### src/rtl/seven_seg_scan_ctrl.sv
// seven_seg_scan_ctrl
//
// Time-multiplexed scan controller for a 4-digit common-anode seven-segment
// display. A 16-bit hex value is shown one digit at a time. Each digit is
// preceded by an all-anodes-off gap so the previous digit's segment pattern
// never ghosts onto the next one.
//
// Display data is double-buffered. A load goes into a staging register, and
// the displayed (shadow) copy only changes at a frame boundary. While idle it
// changes one cycle after the load.
//
// Ports
//   clk         system clock
//   rst_n       asynchronous active-low reset
//   enable      1 = scan, 0 = display dark (takes effect one cycle after sampling)
//   value_in    hex value; digit k shows value_in[4k+3:4k], digit 0 = LS nibble
//   dp_in       per-digit decimal point request, 1 = lit
//   lzb_en      1 = leading-zero blanking on digits 3..1
//   load        1-cycle strobe capturing value_in/dp_in into staging
//   an_n        anode selects, active-low, one-hot-low or all ones
//   seg_n       segments {g,f,e,d,c,b,a}, active-low
//   dp_n        decimal point, active-low
//   frame_done  1-cycle pulse on the first cycle of every frame after the first
//   load_ack    1-cycle pulse when staged data becomes the displayed data

module seven_seg_scan_ctrl #(
  parameter int unsigned DIGIT_TICKS = 50000,
  parameter int unsigned BLANK_TICKS = 500
) (
  input  logic        clk,
  input  logic        rst_n,
  input  logic        enable,
  input  logic [15:0] value_in,
  input  logic [3:0]  dp_in,
  input  logic        lzb_en,
  input  logic        load,
  output logic [3:0]  an_n,
  output logic [6:0]  seg_n,
  output logic        dp_n,
  output logic        frame_done,
  output logic        load_ack
);

  // The tick counter only has to reach the longer of the two phases.
  localparam int unsigned MaxTicks = (DIGIT_TICKS > BLANK_TICKS) ? DIGIT_TICKS : BLANK_TICKS;
  localparam int unsigned CntW     = (MaxTicks > 1) ? $clog2(MaxTicks) : 1;

  localparam logic [CntW-1:0] BlankLast = CntW'(BLANK_TICKS - 1);
  localparam logic [CntW-1:0] DigitLast = CntW'(DIGIT_TICKS - 1);

  typedef enum logic [1:0] {
    StIdle,
    StBlank,
    StDrive
  } state_e;

  // Hex nibble to segment pattern {g..a}, active-high.
  function automatic logic [6:0] hex_to_seg(input logic [3:0] nib);
    logic [6:0] seg;
    unique case (nib)
      4'h0: seg = 7'h3F;
      4'h1: seg = 7'h06;
      4'h2: seg = 7'h5B;
      4'h3: seg = 7'h4F;
      4'h4: seg = 7'h66;
      4'h5: seg = 7'h6D;
      4'h6: seg = 7'h7D;
      4'h7: seg = 7'h07;
      4'h8: seg = 7'h7F;
      4'h9: seg = 7'h6F;
      4'hA: seg = 7'h77;
      4'hB: seg = 7'h7C;
      4'hC: seg = 7'h39;
      4'hD: seg = 7'h5E;
      4'hE: seg = 7'h79;
      default: seg = 7'h71;
    endcase
    return seg;
  endfunction

  state_e            state_q, state_d;
  logic [1:0]        idx_q, idx_d;
  logic [CntW-1:0]   cnt_q, cnt_d;
  logic              en_q;

  logic [15:0]       staged_val_q, staged_val_d;
  logic [3:0]        staged_dp_q, staged_dp_d;
  logic              pending_q, pending_d;
  logic [15:0]       shadow_val_q, shadow_val_d;
  logic [3:0]        shadow_dp_q, shadow_dp_d;

  logic [3:0]        an_q, an_d;
  logic [6:0]        seg_q, seg_d;
  logic              dp_q, dp_d;
  logic              frame_done_q, frame_done_d;
  logic              load_ack_q, load_ack_d;

  logic              blank_last;
  logic              drive_last;
  logic              boundary;
  logic              xfer;

  // ---------------------------------------------------------------------------
  // State register (all state and registered outputs)
  // ---------------------------------------------------------------------------
  always_ff @(posedge clk or negedge rst_n) begin
    if (!rst_n) begin
      state_q      <= StIdle;
      idx_q        <= 2'd0;
      cnt_q        <= '0;
      en_q         <= 1'b0;
      staged_val_q <= 16'h0000;
      staged_dp_q  <= 4'h0;
      pending_q    <= 1'b0;
      shadow_val_q <= 16'h0000;
      shadow_dp_q  <= 4'h0;
      an_q         <= 4'hF;
      seg_q        <= 7'h7F;
      dp_q         <= 1'b1;
      frame_done_q <= 1'b0;
      load_ack_q   <= 1'b0;
    end else begin
      state_q      <= state_d;
      idx_q        <= idx_d;
      cnt_q        <= cnt_d;
      en_q         <= enable;
      staged_val_q <= staged_val_d;
      staged_dp_q  <= staged_dp_d;
      pending_q    <= pending_d;
      shadow_val_q <= shadow_val_d;
      shadow_dp_q  <= shadow_dp_d;
      an_q         <= an_d;
      seg_q        <= seg_d;
      dp_q         <= dp_d;
      frame_done_q <= frame_done_d;
      load_ack_q   <= load_ack_d;
    end
  end

  // ---------------------------------------------------------------------------
  // Next-state logic: scan sequencing and load handshake
  // ---------------------------------------------------------------------------
  assign blank_last = (cnt_q == BlankLast);
  assign drive_last = (cnt_q == DigitLast);

  // Last DRIVE cycle of digit 3 while still enabled: the next edge starts a frame.
  assign boundary = en_q && (state_q == StDrive) && (idx_q == 2'd3) && drive_last;

  // A load arriving on the boundary cycle is transferred directly, so a
  // boundary transfers whenever there is either pending or fresh data.
  assign xfer = (boundary && (pending_q || load)) || ((state_q == StIdle) && pending_q);

  always_comb begin
    state_d = state_q;
    idx_d   = idx_q;
    cnt_d   = cnt_q;

    if (!en_q) begin
      state_d = StIdle;
      idx_d   = 2'd0;
      cnt_d   = '0;
    end else begin
      unique case (state_q)
        StIdle: begin
          state_d = StBlank;
          idx_d   = 2'd0;
          cnt_d   = '0;
        end
        StBlank: begin
          if (blank_last) begin
            state_d = StDrive;
            cnt_d   = '0;
          end else begin
            cnt_d = cnt_q + CntW'(1);
          end
        end
        StDrive: begin
          if (drive_last) begin
            state_d = StBlank;
            idx_d   = idx_q + 2'd1;
            cnt_d   = '0;
          end else begin
            cnt_d = cnt_q + CntW'(1);
          end
        end
        default: begin
          state_d = StIdle;
          idx_d   = 2'd0;
          cnt_d   = '0;
        end
      endcase
    end
  end

  always_comb begin
    staged_val_d = staged_val_q;
    staged_dp_d  = staged_dp_q;
    pending_d    = pending_q;
    shadow_val_d = shadow_val_q;
    shadow_dp_d  = shadow_dp_q;

    if (load) begin
      staged_val_d = value_in;
      staged_dp_d  = dp_in;
      pending_d    = 1'b1;
    end

    if (xfer) begin
      shadow_val_d = load ? value_in : staged_val_q;
      shadow_dp_d  = load ? dp_in    : staged_dp_q;
      pending_d    = 1'b0;
    end
  end

  // ---------------------------------------------------------------------------
  // Output logic: decoded from the next state and next shadow so the registered
  // anode, segment and dp lines all change on the same edge as state/idx.
  // ---------------------------------------------------------------------------
  logic [3:0] nib;
  logic       lead_zero;

  always_comb begin
    nib       = shadow_val_d[{idx_d, 2'b00} +: 4];
    lead_zero = 1'b0;
    unique case (idx_d)
      2'd3:    lead_zero = (shadow_val_d[15:12] == 4'h0);
      2'd2:    lead_zero = (shadow_val_d[15:8] == 8'h00);
      2'd1:    lead_zero = (shadow_val_d[15:4] == 12'h000);
      default: lead_zero = 1'b0;
    endcase

    an_d         = 4'hF;
    seg_d        = 7'h7F;
    dp_d         = 1'b1;
    frame_done_d = boundary;
    load_ack_d   = xfer;

    if (state_d == StDrive) begin
      an_d[idx_d] = 1'b0;
      // A blanked leading zero keeps its anode and decimal point.
      seg_d       = (lzb_en && lead_zero) ? 7'h7F : ~hex_to_seg(nib);
      dp_d        = ~shadow_dp_d[idx_d];
    end
  end

  assign an_n       = an_q;
  assign seg_n      = seg_q;
  assign dp_n       = dp_q;
  assign frame_done = frame_done_q;
  assign load_ack   = load_ack_q;

endmodule

### config.mk
export PLATFORM = sky130hd
export DESIGN_NAME = seven_seg_scan_ctrl
export DESIGN_NICKNAME = d
export VERILOG_FILES = /design/src/rtl/seven_seg_scan_ctrl.sv
export SDC_FILE = /design/constraint.sdc
export NUM_CORES = 1
export LEC_CHECK = 0
export CAP_MARGIN = 10
export CELL_PAD_IN_SITES_DETAIL_PLACEMENT = 1
export CELL_PAD_IN_SITES_GLOBAL_PLACEMENT = 2
export CORE_UTILIZATION = 40
export CTS_CLUSTER_DIAMETER = 100
export DETAILED_ROUTE_END_ITERATION = 12
export PLACE_DENSITY = 0.89
export SETUP_SLACK_MARGIN = 0.3
export SYNTH_ARGS = -nofsm -noshare
export SYNTH_HDL_FRONTEND = slang
export SYNTH_SLANG_ARGS = --single-unit
export TNS_END_PERCENT = 1
### constraint.sdc
create_clock -name clk -period 10.1 [get_ports clk]
set_input_delay 2.02 -clock clk [delete_from_list [all_inputs] [get_ports clk]]
set_output_delay 2.02 -clock clk [all_outputs]
set_load 0.02 [all_outputs]
==> results.json, run 1 <==
{
  "status": "completed",
  "ys_types": 61,
  "fp.dieH_um": 99.16,
  "yosys.area.top_type": "dfrtp_1",
  "rsz0062_at_grt": "false",
  "fin_util_pct": 48.69,
  "grt_pass1_vias": 2865,
  "worst_pin_slew_ns": 0.9393,
  "p_leak_nw": 1.864,
  "numCtsBuffers": 9,
  "ys_ff_latch": 76,
  "clock_latency_ns": 0.36,
  "ff2ff_setup_slack_ns": 5.44,
  "synth.top_cells.by_area": "dfrtp_1, dfstp_2, mux2_2",
  "post_synth_inst_count": 342,
  "critPathMaxFanout": 29,
  "first_pass_iters": 4,
  "fill_cells": 1011,
  "cts_hold_buf": 0,
  "clock.fmax_mhz": 176.7,
  "setup.worst_path.start": "load",
  "numPortBuffers": 38,
  "clk_pin_slew_ns": 0.08,
  "r2r_start": "cnt_q[10]",
  "hold_viol": 0,
  "drive_gt1_share_pct": 19.90,
  "track_usage_pct": 19.26,
  "slew_headroom_pct": 37.38,
  "drc_errors": 0,
  "crit_path_end_kind": "flop",
  "core_um2": 9196,
  "diodes": 0,
  "ys_seq_area_share_pct": 50.76,
  "gp_congestion": 0.7824,
  "cellPowerDensity_nw_per_um2": 184.7,
  "syn_area_um2": 3776,
  "skew_ns": 0.009648,
  "die_x_um": 99.16,
  "avgSynthCellArea_um2": 11.04,
  "post_cts_buffers": 0,
  "wl_per_cell_um": 17.55,
  "cp-start-kind": "input port",
  "ys_async_sr_fraction_pct": 100.0,
  "crit_type": "input port to flop",
  "hold_depth": 1,
  "maxSlewViolCount": 0,
  "period_needed_ns": 5.659,
  "final.period_utilization_pct": 56.03,
  "cts_tree": "done",
  "num_rows": 35,
  "yosys.area.top_type_share_pct": 42.41,
  "clock-sinks": 76,
  "ant_nets": 0,
  "fin_cells": 498,
  "crit_arrival_ns": 5.93,
  "dp.cells": 482,
  "drtIter0Drc": 80,
  "yosysWarnings": 0,
  "hold_slack_ns": 0.4858,
  "die-area_um2": 9833,
  "area_growth_pct": 18.59,
  "initial_core_util_pct": 41.06,
  "root_buffer": "clkbuf_8",
  "tns_ns": 0,
  "cap_violations": 0,
  "whs_endpoint": "cnt_q[0]",
  "drt-total-wl_mm": 8.741,
  "hp-class": "flop to flop",
  "synth_ff_type": "dfrtp_1",
  "peakVddDrop_v": 0.00006359,
  "syn_nets": 379,
  "min_from": "cnt_q[0]",
  "cts_buffer_depth": 2,
  "htreeDepth": 3,
  "num_io_pins": 39,
  "reg2reg_to": "seg_n[0]",
  "post_cts_resized": 0,
  "fin_nets": 419,
  "setup_viol_count_final": 0,
  "grt_pass1_wl_mm": 14.42,
  "grt_start_max_net_pins": 77,
  "avgViaCountPerCell": 5.480,
  "place_hpwl_mm": 6.302,
  "vias": 2729,
  "cp.required_ns": 10.37,
  "synth_edf_count": 0,
  "rr_worst_depth": 12,
  "grt-ovfl-total": 0,
  "antenna_found_initial": 0
}
==> cells in the final DEF, fill, tap and decap left out, drive strengths merged, types with 3 or more instances in the layout <==
cell / count
or3: 3
nor2: 35
xnor2: 5
nand2: 25
a21o: 5
a21oi: 7
o21ai: 12
nor3: 6
ha: 12
dfrtp: 64
clkdlybuf4s50: 37
nand2b: 4
nand3: 12
nand4: 5
or2: 3
o21a: 6
mux2i: 8
clkbuf: 10
inv: 20
o211ai: 8
xor2: 9
and2: 5
and3: 9
mux2: 28
dfstp: 12
==> logic make-up (layout without fill, tap and decap cells) <==
logic type	Yosys count	count (layout)	share of synthesized area [%]
flip-flops	76	76	50.76
AO/OA/AOI/OAI	57	57	11.70
AND/OR/NAND/NOR	119	119	16.53
XOR/XNOR	14	14	3.247
buffers and inverters	28	73	3.214
adder cells (fa/ha/maj)	12	12	3.976
multiplexers	36	36	10.57
==> metal layers <==
layer / vias up / share of wire (%) / GRT usage (%)
li1: 1287 / - / -
met1: 1394 / 47 / 24.77
met2: 33 / 48 / 32.22
met3: 15 / 2.4 / 2.811
met4: 0 / 2.1 / 9.050
met5: - / 0 / 0
==> worst max-delay path, cell delays in order <==
cell and delay (ns):
clkdlybuf4s50_1 0.46, buf_4 0.33, nand3_1 0.25, nand2_1 0.66
mux2_2 0.44, a22o_2 0.25, a211oi_2 0.56, inv_1 0.15
ha_1 0.26, or3_1 0.37, o21ai_0 0.07, o21ai_0 0.10
==> worst max path at each step <==
stage / slack [ns] / cells after the start / end
after floorplan: 5.45 / 10 / seg_n[0]
after global placement: 4.29 / 12 / seg_n[0]
after CTS: 4.45 / 12 / seg_n[0]
final: 4.44 / 12 / seg_n[0]
after global routing: 4.12 / 12 / seg_n[0]
after detailed placement: 4.07 / 12 / seg_n[0]
==> flip-flops by register name, indices dropped and copies added (netlist names), 2 cells and up <==
| register | flops |
|---|---|
| staged_val_q | 16 |
| shadow_val_q | 16 |
| cnt_q | 16 |
| seg_n | 7 |
| shadow_dp_q | 4 |
| state_q | 2 |
| idx_q | 2 |
| an_n | 4 |
| staged_dp_q | 4 |
==> where the power goes <==
group / switching [mW] / leakage, nW / total, mW / internal [mW]
Combinational: 0.110 / 0.833 / 0.194 / 0.0833
Sequential: 0.0157 / 0.917 / 0.361 / 0.346
Clock: 0.124 / 0.113 / 0.272 / 0.148
==> area by class of cell <==
cell class                      count  area [um2]  area share [%]
Clock inverter                      6       93.84           2.096
Sequential cell                    76        1917           42.81
Inverter                           18       67.56           1.509
Clock buffer                       10       137.6           3.073
Multi-Input combinational cell    238        1738           38.81
Tap cell                          111       138.9           3.101
Timing Repair Buffer               39       385.4           8.606
==> cells in the mapped netlist (6+ instances only) <==
master,instances
nor2_1,35
and3_1,8
inv_1,18
o21a_1,6
dfrtp_1,64
nand3_1,12
xor2_1,9
a21oi_1,6
o211ai_1,6
ha_1,12
mux2_2,27
dfstp_2,12
nand2_1,25
o21ai_0,12
mux2i_1,8
==> metrics by stage <==
stage	instance area [um2]	worst slack (ns)	total power, mW
after floorplan	3776	5.451	0.5060
after global routing	4478	4.119	0.8724
after CTS	4478	4.451	0.8353
after detailed placement	4247	4.073	0.5608
final	4478	4.441	0.8273
after global placement	4247	4.285	0.5486
Power figures use the tool's default switching activity.
==> inputs of run 2 (changes only) <==
Settings changed: CORE_UTILIZATION 40 to 37, PLACE_DENSITY 0.89 to 0.83.
Clock period 10.1 ns to 5.5 ns, I/O delays scaled along.
==> results.json, run 2 (synthesis results as in run 1) <==
{
  "status": "completed",
  "p_sw_share_pct": 30.88,
  "peakVddDrop_v": 0.0001026,
  "path_buf_inv": 1,
  "setup_viol_count_final": 0,
  "die-area_um2": 10610,
  "hold_viol": 0,
  "cts_tree": "done",
  "clock.fmax_mhz": 231.8,
  "crit_arrival_ns": 4.58,
  "path_cells": "or4_4 > nor3_2 > a31oi_1 > nand2_1 > mux2_2 > a22o_2 > a211oi_2 > inv_1 > ha_1 > or3_1 > o21ai_0 > o21ai_0",
  "slew_headroom_pct": 34.72,
  "skew_ns": 0.01250,
  "hold_slack_ns": 0.4897,
  "grt_pass1_wl_mm": 14.82,
  "ant_nets": 0,
  "clock_power_share_pct": 29.5,
  "initial_core_util_pct": 38.46,
  "switchingPower_uw": 446.1,
  "p_leak_nw": 1.852,
  "fp.dieH_um": 103.0,
  "area_growth_pct": 18.49,
  "crit_slowest_cell": "or4_4",
  "drt-total-wl_mm": 8.882,
  "clock_latency_ns": 0.36,
  "crit_path_end_kind": "flop",
  "cellPowerDensity_nw_per_um2": 322.9,
  "track_usage_pct": 18.60,
  "maxSlewViolCount": 0,
  "diodes": 0,
  "crit_top_cell": "o21ai_0",
  "num_io_pins": 39,
  "wl_per_cell_um": 17.05,
  "cts_hold_buf": 0,
  "clock-sinks": 76,
  "final.period_utilization_pct": 78.44,
  "antenna_found_initial": 0,
  "grt_pass1_vias": 2901,
  "drc_errors": 0,
  "cap_violations": 0,
  "combPwrFrac_pct": 24.5,
  "post_cts_buffers": 0,
  "crit_type": "flop to flop",
  "cts_buffer_depth": 2,
  "grt-ovfl-total": 0,
  "core_um2": 9819,
  "fin_nets": 420,
  "numCtsBuffers": 9,
  "vias": 2693,
  "place_hpwl_mm": 6.384,
  "final_area_um2": 4474,
  "dpl_cell_area_um2": 4282,
  "drtIter0Drc": 80,
  "avgViaCountPerCell": 5.169,
  "drive_gt1_share_pct": 19.85,
  "slowest_delay_ns": 0.60,
  "htreeDepth": 3,
  "cpLargestDelayFamily": "simple AND/OR/NAND/NOR gates",
  "root_buffer": "clkbuf_8",
  "first_pass_iters": 4,
  "clk_pin_slew_ns": 0.08,
  "num_rows": 36,
  "layout_commonest_cell": "dfrtp_1",
  "cp-start-kind": "flop",
  "seqPwrFrac_pct": 46.0,
  "hp-class": "flop to flop",
  "critPathMaxFanout": 9,
  "finalPower_mw": 1.445,
  "numPortBuffers": 38,
  "rsz0062_at_grt": "false",
  "post_cts_resized": 0,
  "period_needed_ns": 4.314,
  "grt_start_max_net_pins": 77,
  "cp.required_ns": 5.77,
  "final_cell_mix": "dfrtp_1, clkdlybuf4s50_1, nor2_1",
  "tns_ns": 0,
  "die_x_um": 103.0,
  "reg.largest.list": "cnt_q (16), shadow_val_q (16), staged_val_q (16)",
  "worst_pin_slew_ns": 0.9791,
  "intPower_uw": 998.7,
  "gp_congestion": 0.8262
}
-- run 2: changes by cell type in the layout (fill, tap and decap cells not counted) --
| cell | before | now |
|---|---|---|
| bufinv_16 | 2 | 1 |
| clkbuf_8 | 10 | 9 |
| clkbuf_1 | 0 | 1 |
| clkinv_2 | 0 | 2 |
| inv_6 | 2 | 0 |
| buf_4 | 2 | 3 |
| clkinv_4 | 1 | 2 |
-- run 2: worst paths after layout --
kind | from | to | slack, ns | cells after the start
worst max-delay path | cnt_q[10] | seg_n[0] | 1.19 | 12
worst min-delay path | cnt_q[0] | cnt_q[0] | 0.49 | 1
worst max register to register | cnt_q[10] | seg_n[0] | 1.19 | 12
worst min register to register | cnt_q[0] | cnt_q[0] | 0.49 | 1
max in group asynchronous | rst_n | cnt_q[6] | 3.96 | 1
min in group asynchronous | rst_n | cnt_q[14] | 0.87 | 1
-- run 2: final cells by class --
cell class	count	area, um2
inverter	18	67.56
tap	133	166.4
clock buffer	10	127.6
timing repair buffer	40	392.9
clock inverter	6	65.06
fill	1106	5345
multi-input combinational	238	1738
sequential	76	1917
-- run 2: per-layer routing --
layer,global-route usage (%),vias to the layer above,wire (um)
met2,30.36,33,4318
li1,-,1288,-
met1,24.53,1359,4191
met3,2.847,13,196
met5,0,-,0
met4,8.234,0,176
-- run 2: power groups by stage --
stage / combinational (mW) / clock [mW] / sequential [mW]
2_1_floorplan: 0.264 / 0 / 0.666
3_3_place_gp: 0.343 / 0 / 0.668
3_5_place_dp: 0.355 / 0 / 0.675
4_1_cts: 0.357 / 0.439 / 0.665
5_1_grt: 0.399 / 0.460 / 0.672
6_report: 0.354 / 0.427 / 0.664
-- run 2: through the flow --
step | utilization, % | cells | setup slack, ns
2_1_floorplan | - | 342 | 1.771
3_3_place_gp | 43.60 | 505 | 1.167
3_5_place_dp | 43.60 | 505 | 1.050
4_1_cts | 45.57 | 521 | 1.150
5_1_grt | 45.57 | 521 | 0.8567
6_report | 45.57 | 521 | 1.186
==> inputs of run 3 (changes only) <==
Clock period 5.5 ns to 4.5 ns, I/O delays scaled along.
==> results.json, run 3 (synthesis results as in run 1) <==
{
  "ant_nets": 0,
  "worst_slack_ns": 0.5422,
  "hold_slack_ns": 0.4989,
  "grt_pass1_wl_mm": 14.71,
  "path_buf_inv": 2,
  "hold_viol": 0,
  "final.period_utilization_pct": 87.95,
  "antenna_found_initial": 0,
  "cts_hold_buf": 0,
  "dp.cells": 509,
  "post_cts_buffers": 0,
  "cap_violations": 0,
  "vias": 2758,
  "num_io_pins": 39,
  "fill_cells": 1109,
  "clock_power_share_pct": 32.6,
  "htreeDepth": 3,
  "fp.dieH_um": 103.0,
  "fin_nets": 424,
  "skew_ns": 0.007515,
  "core_um2": 9819,
  "p_leak_nw": 1.887,
  "slew_headroom_pct": 35.66,
  "worst_pin_slew_ns": 0.9652,
  "drtIter0Drc": 105,
  "combPwrFrac_pct": 24.0,
  "period_needed_ns": 3.958,
  "drc_errors": 0,
  "slowest_delay_ns": 0.58,
  "diodes": 0,
  "final_cell_mix": "dfrtp_1, clkdlybuf4s50_1, nor2_1",
  "cp-start-kind": "flop",
  "numPortBuffers": 38,
  "finalPower_mw": 1.861,
  "wl_per_cell_um": 16.88,
  "layout_commonest_cell": "dfrtp_1",
  "cp.required_ns": 4.76,
  "initial_core_util_pct": 38.46,
  "p_sw_share_pct": 29.07,
  "cpLargestDelayFamily": "simple AND/OR/NAND/NOR gates",
  "hp-class": "flop to flop",
  "seqPwrFrac_pct": 43.4,
  "drt-total-wl_mm": 8.864,
  "crit_top_cell": "o21ai_0",
  "tns_ns": 0,
  "crit_type": "flop to flop",
  "root_buffer": "clkbuf_8",
  "die-area_um2": 10610,
  "die_x_um": 103.0,
  "grt_pass1_vias": 2903,
  "cts_tree": "done",
  "grt-ovfl-total": 0,
  "avgViaCountPerCell": 5.253,
  "place_hpwl_mm": 6.460,
  "gp_congestion": 0.8189,
  "crit_path_end_kind": "flop",
  "path_cells": "or4_4 > nor3_2 > a31oi_1 > nand2_1 > buf_4 > mux2_2 > a2bb2oi_1 > o211a_1 > inv_1 > ha_1 > or3_1 > o21ai_0 > o21ai_0",
  "critPathMaxFanout": 6,
  "numCtsBuffers": 9,
  "num_rows": 36,
  "reg.largest.list": "cnt_q (16), shadow_val_q (16), staged_val_q (16)",
  "maxSlewViolCount": 0,
  "peakVddDrop_v": 0.0001696,
  "crit_arrival_ns": 4.22,
  "status": "completed",
  "intPower_mw": 1.320,
  "clock.fmax_mhz": 252.7,
  "first_pass_iters": 6,
  "drive_gt1_share_pct": 20.92,
  "switchingPower_uw": 540.9,
  "area_growth_pct": 20.41,
  "cts_buffer_depth": 2,
  "post-place-ws_ns": 0.4490,
  "clk_pin_slew_ns": 0.08,
  "cellPowerDensity_nw_per_um2": 409.2,
  "crit_slowest_cell": "or4_4",
  "grt_start_max_net_pins": 77,
  "track_usage_pct": 18.66,
  "post_cts_resized": 0,
  "setup_viol_count_final": 0,
  "clock_latency_ns": 0.35,
  "fin_cells": 525,
  "rsz0062_at_grt": "false",
  "clock-sinks": 76
}
==> run 3: layout make-up <==
class                      count  area (um2)  area share [%]
clock buffer                  11       151.4           3.330
clock inverter                 5       83.83           1.844
inverter                      18       67.56           1.486
multi-input combinational    238        1738           38.22
sequential                    76        1917           42.16
tap                          133       166.4           3.660
timing repair buffer          44       422.9           9.301
==> run 3: routing by layer <==
metal,wire (um),up-vias,GRT usage [%],share of wire [%]
li1,-,1304,-,-
met1,4035,1402,23.47,46
met5,0,-,0,0
met2,4415,39,31.44,50
met4,157,0,7.584,1.8
met3,255,13,3.797,2.9
==> run 3: metrics by stage <==
step	util (%)	instance area, um2
2_1_floorplan	-	3776
3_3_place_gp	43.91	4312
3_5_place_dp	43.91	4312
4_1_cts	46.30	4547
5_1_grt	46.30	4547
6_report	46.30	4547
==> run 3: worst register-to-register path, delay by kind of cell, from the launching register on <==
kind                       cells  cell delay [ns]
and+or+nand+nor                4             1.61
AOI/OAI and AO/OA              5             0.90
DFF                            1             0.46
muxes                          1             0.36
buffers and inverters          2             0.31
adders and majority gates      1             0.23
==> run 3: final timing paths <==
| check | startpoint | to | slack (ns) | depth (start not counted) |
|---|---|---|---|---|
| setup / recovery | cnt_q[11] | seg_n[0] | 0.54 | 13 |
| hold / removal | staged_dp_q[3] | staged_dp_q[3] | 0.50 | 1 |
| setup reg to reg | cnt_q[11] | seg_n[0] | 0.54 | 13 |
| hold reg to reg | staged_dp_q[3] | staged_dp_q[3] | 0.50 | 1 |
| max in group asynchronous | rst_n | shadow_val_q[2] | 3.17 | 1 |
| min in group asynchronous | rst_n | cnt_q[9] | 0.68 | 1 |
==> run 3: power by group through the flow <==
stage,combinational [mW],sequential (mW),clock [mW]
finish,0.446,0.808,0.607
global route,0.497,0.819,0.649
CTS,0.451,0.809,0.622
detailed placement,0.446,0.822,0
global placement,0.432,0.816,0
floorplan,0.322,0.813,0
